--- src/rtl/osc_timer_pkg.sv ---
// Shared encodings and default sizing for the oscillator timer.
package osc_timer_pkg;

    typedef enum logic {
        IDLE = 1'b0,
        RUN  = 1'b1
    } state_t;

    typedef enum logic {
        ONESHOT  = 1'b0,
        PERIODIC = 1'b1
    } mode_t;

    localparam int DEF_CNT_WIDTH = 16;
    localparam int DEF_PRE_DIV   = 4;

endpackage

--- src/rtl/osc_prescaler.sv ---
// Free-running prescaler: emits a one-cycle TICK every PRE_DIV enabled cycles.
module osc_prescaler
    import osc_timer_pkg::*;
#(
    parameter int PRE_DIV = DEF_PRE_DIV
) (
    input  logic CLK,
    input  logic RSTN,
    input  logic EN,
    input  logic CLR,
    output logic TICK
);

    // A ratio of 1 still needs a one-bit phase register; it simply never leaves 0.
    localparam int            PW   = (PRE_DIV > 1) ? $clog2(PRE_DIV) : 1;
    localparam logic [PW-1:0] LAST = PW'(PRE_DIV - 1);

    logic [PW-1:0] phase;

    // Phase counter: clear wins over advance, wraps after the last phase.
    always_ff @(posedge CLK) begin
        if (!RSTN) begin
            phase <= '0;
        end else if (CLR) begin
            phase <= '0;
        end else if (EN) begin
            phase <= (phase == LAST) ? '0 : phase + PW'(1);
        end
    end

    assign TICK = EN && (phase == LAST);

endmodule

--- src/rtl/osc_timer.sv ---
// Down-counting timer clocked from the on-chip oscillator, one-shot or periodic.
module osc_timer
    import osc_timer_pkg::*;
#(
    parameter int CNT_WIDTH = DEF_CNT_WIDTH,
    parameter int PRE_DIV   = DEF_PRE_DIV
) (
    input  logic                 CLK,
    input  logic                 RSTN,
    input  logic                 LOAD,
    input  logic [CNT_WIDTH-1:0] PERIOD,
    input  logic                 START,
    input  logic                 STOP,
    input  logic                 MODE,
    output logic [CNT_WIDTH-1:0] COUNT,
    output logic                 BUSY,
    output logic                 TICK,
    output logic                 TC
);

    localparam logic [CNT_WIDTH-1:0] ONE = CNT_WIDTH'(1);

    state_t                 state, state_n;
    mode_t                  mode_q, mode_n;
    logic [CNT_WIDTH-1:0]   count_q, count_n;
    logic [CNT_WIDTH-1:0]   period_q, period_n;
    logic [CNT_WIDTH-1:0]   eff_period;
    logic                   tc_q, tc_n;
    logic                   presc_clr;
    logic                   tick;

    osc_prescaler #(
        .PRE_DIV (PRE_DIV)
    ) u_prescaler (
        .CLK  (CLK),
        .RSTN (RSTN),
        .EN   (state == RUN),
        .CLR  (presc_clr),
        .TICK (tick)
    );

    // Next-state logic: STOP beats START, START beats the terminal tick.
    always_comb begin
        state_n    = state;
        mode_n     = mode_q;
        count_n    = count_q;
        period_n   = period_q;
        tc_n       = 1'b0;
        presc_clr  = 1'b0;
        eff_period = LOAD ? PERIOD : period_q;

        if (LOAD) begin
            period_n = PERIOD;
        end

        if (STOP) begin
            state_n   = IDLE;
            presc_clr = 1'b1;
        end else if (START && (eff_period != '0)) begin
            state_n   = RUN;
            count_n   = eff_period;
            mode_n    = mode_t'(MODE);
            presc_clr = 1'b1;
        end else if ((state == RUN) && tick) begin
            if (count_q > ONE) begin
                count_n = count_q - ONE;
            end else if (count_q == ONE) begin
                // Back-to-back terminal ticks (ratio 1, period 1) would hold TC
                // high; suppressing every second one keeps it a single pulse.
                tc_n = ~tc_q;
                if (mode_q == PERIODIC) begin
                    count_n = period_q;
                end else begin
                    count_n = '0;
                    state_n = IDLE;
                end
            end
        end
    end

    // State and datapath registers; reset clears everything including the period.
    always_ff @(posedge CLK) begin
        if (!RSTN) begin
            state    <= IDLE;
            mode_q   <= ONESHOT;
            count_q  <= '0;
            period_q <= '0;
            tc_q     <= 1'b0;
        end else begin
            state    <= state_n;
            mode_q   <= mode_n;
            count_q  <= count_n;
            period_q <= period_n;
            tc_q     <= tc_n;
        end
    end

    assign COUNT = count_q;
    assign BUSY  = (state == RUN);
    assign TICK  = tick;
    assign TC    = tc_q;

endmodule

--- config.mk ---
export PLATFORM = sky130hd
export DESIGN_NAME = osc_timer
export DESIGN_NICKNAME = d
export VERILOG_FILES = /design/src/rtl/osc_timer_pkg.sv /design/src/rtl/osc_prescaler.sv /design/src/rtl/osc_timer.sv
export SDC_FILE = /design/constraint.sdc
export NUM_CORES = 1
export LEC_CHECK = 0
export BUFFER_PORTS_ARGS = -buffer_cell sky130_fd_sc_hd__buf_2
export CORE_MARGIN = 2
export CORE_UTILIZATION = 50
export CTS_CLUSTER_DIAMETER = 40
export DETAILED_ROUTE_END_ITERATION = 7
export GPL_TIMING_DRIVEN = 0
export PLACE_DENSITY = 0.73
export SLEW_MARGIN = 20
export SYNTH_ARGS = -nofsm -noshare
export SYNTH_HDL_FRONTEND = slang
export SYNTH_SLANG_ARGS = --single-unit
--- constraint.sdc ---
create_clock -name CLK -period 1.8 [get_ports CLK]
set_input_delay 0.09 -clock CLK [delete_from_list [all_inputs] [get_ports CLK]]
set_output_delay 0.09 -clock CLK [all_outputs]
set_load 0.02 [all_outputs]
==> run_results.csv <==
group,metric,value,unit
status,status,"finished with violations",
timing,relSlewSlack,61.0,%
logic_synthesis,ys_ff_latch,37,
global_route,grt_pass1_vias,2267,
worst_hold_path,hp-class,"input port to register",
timing,setup_ws,-338,ps
clocking,clock_sinks,37,
logic_synthesis,syn-num-nets,299,
clocking,cts_tree,"yes",
logic_synthesis,seq_area_frac_synth,33.1,%
timing,rsz0062_at_grt,"yes",
logic_synthesis,synth_cells,274,
clocking,clk_pin_slew_worst_paths,80,ps
status,failed_checks,"setup timing",
floorplanning,pin_count,41,
clocking,h-tree-depth,2,
global_route,grt_pass1_wl,11.7,mm
finish,drive_gt1_share,39.1,%
placement,place.gp.congestion,0.968,
logic_synthesis,yosysWarnings,0,
drt,drt-vias-per-instance,6.34,
global_route,overflow,0,
drt,antenna_left,0,
logic_synthesis,synthFlopType,"dfxtp_1",
timing,worst_pin_slew,585,ps
critical_path,start_kind,"register",
drt,wire_per_inst,20.0,um
pwr,combPwrFrac,35.4,%
logic_synthesis,synth-async-reset-ratio,0,%
pwr,power.density,826,mW/mm2
job,cap_violations,0,
pwr,vdd_ir_drop_max,0.503,mV
clocking,cts_root_buffer,"clkbuf_8",
critical_path,end_kind,"register",
placement,post-dp-hpwl,4.86,mm
logic_synthesis,syn_area,0.00224,mm2
clocking,ctsHoldBuffers,0,
logic_synthesis,synth.area.top_cells,"dfxtp_1 (33%), nand2_1 (4.5%), nor2_1 (3.5%)",
global_route,grt_usage,29.8,%
timing,finalCritPeriodShare,119,%
pwr,leakagePower,1.27,nW
logic_synthesis,yosysTopAreaCellShare,33.1,%
timing,slew_violations,0,
critical_path,cp_max_fo,5,
global_route,antenna_found_initial,0,
pwr,switching_power,0.000901,W
pwr,clkPwrFrac,28.0,%
floorplanning,rows,24,
floorplanning,die_h,70.9,um
clocking,insertion_delay,300,ps
finish,diodes,0,
clocking,cts_made_buffers,5,
logic_synthesis,synth_edf_count,0,
pwr,pwr-share-seq,36.6,%
pwr,p_total,0.00259,W
timing,setup_viol,17,
floorplanning,die-area,0.00503,mm2
timing,timing.hold.ws,35.4,ps
floorplanning,floorplan.initialDensity,51.7,%
critical_path,worstSetupPathType,"register to register",
finish,nNetsFinal,367,
placement,pre_cts_slack,-430,ps
finish,final_core_util,72.5,%
floorplanning,core_area,0.00432,mm2
logic_synthesis,synth.distinct_cells,53,
pwr,power.internal,0.00169,W
critical_path,required,2020,ps
timing,fmax,468,MHz
timing,final.setup_skew,6.52,ps
timing,min_period,2140,ps
critical_path,crit_arrival,2360,ps
global_route,grt_max_degree,13,
drt,drt_pass1_iterations,5,
timing,final_hold_viol_count,0,
drt,wl,7.90,mm
clocking,cts_buffer_depth,2,
logic_synthesis,yosys.area.top_type,"dfxtp_1",
pwr,p_sw_share,34.8,%
finish,syn_to_final_growth,40.1,%
drt,drc,0,
logic_synthesis,syn_avg_cell_area,8.16,um2
drt,drtIter0Drc,269,
placement,portBuffers,39,
floorplanning,die-width,70.9,um
drt,num_vias,2506,
[metal layers]
metal	vias to the layer above	wire length (um)	track usage, %
li1	1132	-	-
met4	0	247	11.1
met1	1181	3260	40.5
met2	162	3710	47.5
met5	-	0	0
met3	31	679	5.13
[sequential cells by signal, indices dropped and copies added, names as in the netlist]
name / flops
period_q: 16
COUNT: 16
TC: 1
u_prescaler.phase: 2
BUSY: 1
mode_q: 1
[final cells by class]
cell class | count | area (um2)
sequential | 37 | 761
buffer | 17 | 141
tap | 52 | 65.1
clock buffer | 7 | 108
inverter | 7 | 26.3
timing repair buffer | 63 | 424
clock inverter | 1 | 7.51
multi-input combinational | 211 | 1600
fill | 324 | 1190
[final timing paths]
check,cells past startpoint,slack (ps),startpoint,to
max,8,-340,COUNT[5]$_SDFFE_PN0P_,COUNT[15]$_SDFFE_PN0P_
min,3,40,MODE,mode_q$_SDFFE_PN0P_
max reg2reg,8,-340,COUNT[5]$_SDFFE_PN0P_,COUNT[15]$_SDFFE_PN0P_
min reg2reg,2,510,u_prescaler.phase[1]$_SDFFE_PP0P_,u_prescaler.phase[1]$_SDFFE_PP0P_
[worst max-delay path, cell delays in order, from the launching register on]
cell	delay [ps]
dfxtp_4	370
nor4_4	410
buf_4	210
buf_12	100
nand3_4	90
or4_4	440
a31oi_1	190
nand4_1	120
o211ai_1	120
[cells in the final DEF (no fill, tap or decap), drive strengths merged, types with 3 or more instances in the layout]
master	netlist	final
a21oi	11	11
a311oi	5	5
a31oi	9	9
and2	10	10
and3	3	3
buf	9	71
clkbuf	10	16
dfxtp	37	37
ha	3	3
inv	7	7
mux2	6	6
mux2i	7	7
nand2	27	27
nand2b	7	7
nand3	5	5
nand4	3	3
nor2	21	21
nor2b	11	11
nor3	12	12
nor4	10	10
o211ai	5	5
o21a	5	5
o21ai	15	15
o32ai	5	5
xnor2	6	6
xor2	4	4
[cells in the mapped netlist, types with 8 or more instances]
library cell	n
and2_1	10
a31oi_1	9
nor4_1	8
nor3_1	12
dfxtp_1	37
a21oi_1	11
nor2_1	21
o21ai_1	8
nor2b_1	11
clkbuf_1	10
nand2_1	27
[power groups by stage]
| stage | Sequential (W) | Combinational [W] | Clock [W] |
|---|---|---|---|
| 2_1_floorplan | 0.000969 | 0.000428 | 0 |
| 3_3_place_gp | 0.000949 | 0.000610 | 0 |
| 3_5_place_dp | 0.000951 | 0.000611 | 0 |
| 4_1_cts | 0.000938 | 0.000744 | 0.000726 |
| 5_1_grt | 0.000951 | 0.000969 | 0.000755 |
| 6_report | 0.000947 | 0.000917 | 0.000725 |
[logic make-up after synthesis]
kind of cell,after synthesis,synth area share [%]
adders and majority gates,3,1.68
AOI/OAI and AO/OA,65,20.1
DFF,37,33.1
buffers and inverters,26,5.76
and+or+nand+nor,120,29.3
muxes,13,6.15
xor gates and xnor gates,10,3.91
[per-stage QoR]
stage | setup TNS [ps] | std cells | cell area [um2]
3_3_place_gp | -5890 | 365 | 2540
4_1_cts | -1340 | 388 | 2920
5_1_grt | -5420 | 395 | 3130
3_5_place_dp | -6280 | 365 | 2540
6_report | -4010 | 395 | 3130
2_1_floorplan | -1250 | 274 | 2280
[repair_timing]
action,CTS,global route
cloned,2,1
buffers inserted,15,6
resized for setup,34,29
setup endpoints to repair,17,17
pin swaps,26,16
Power figures use the tool's default switching activity.
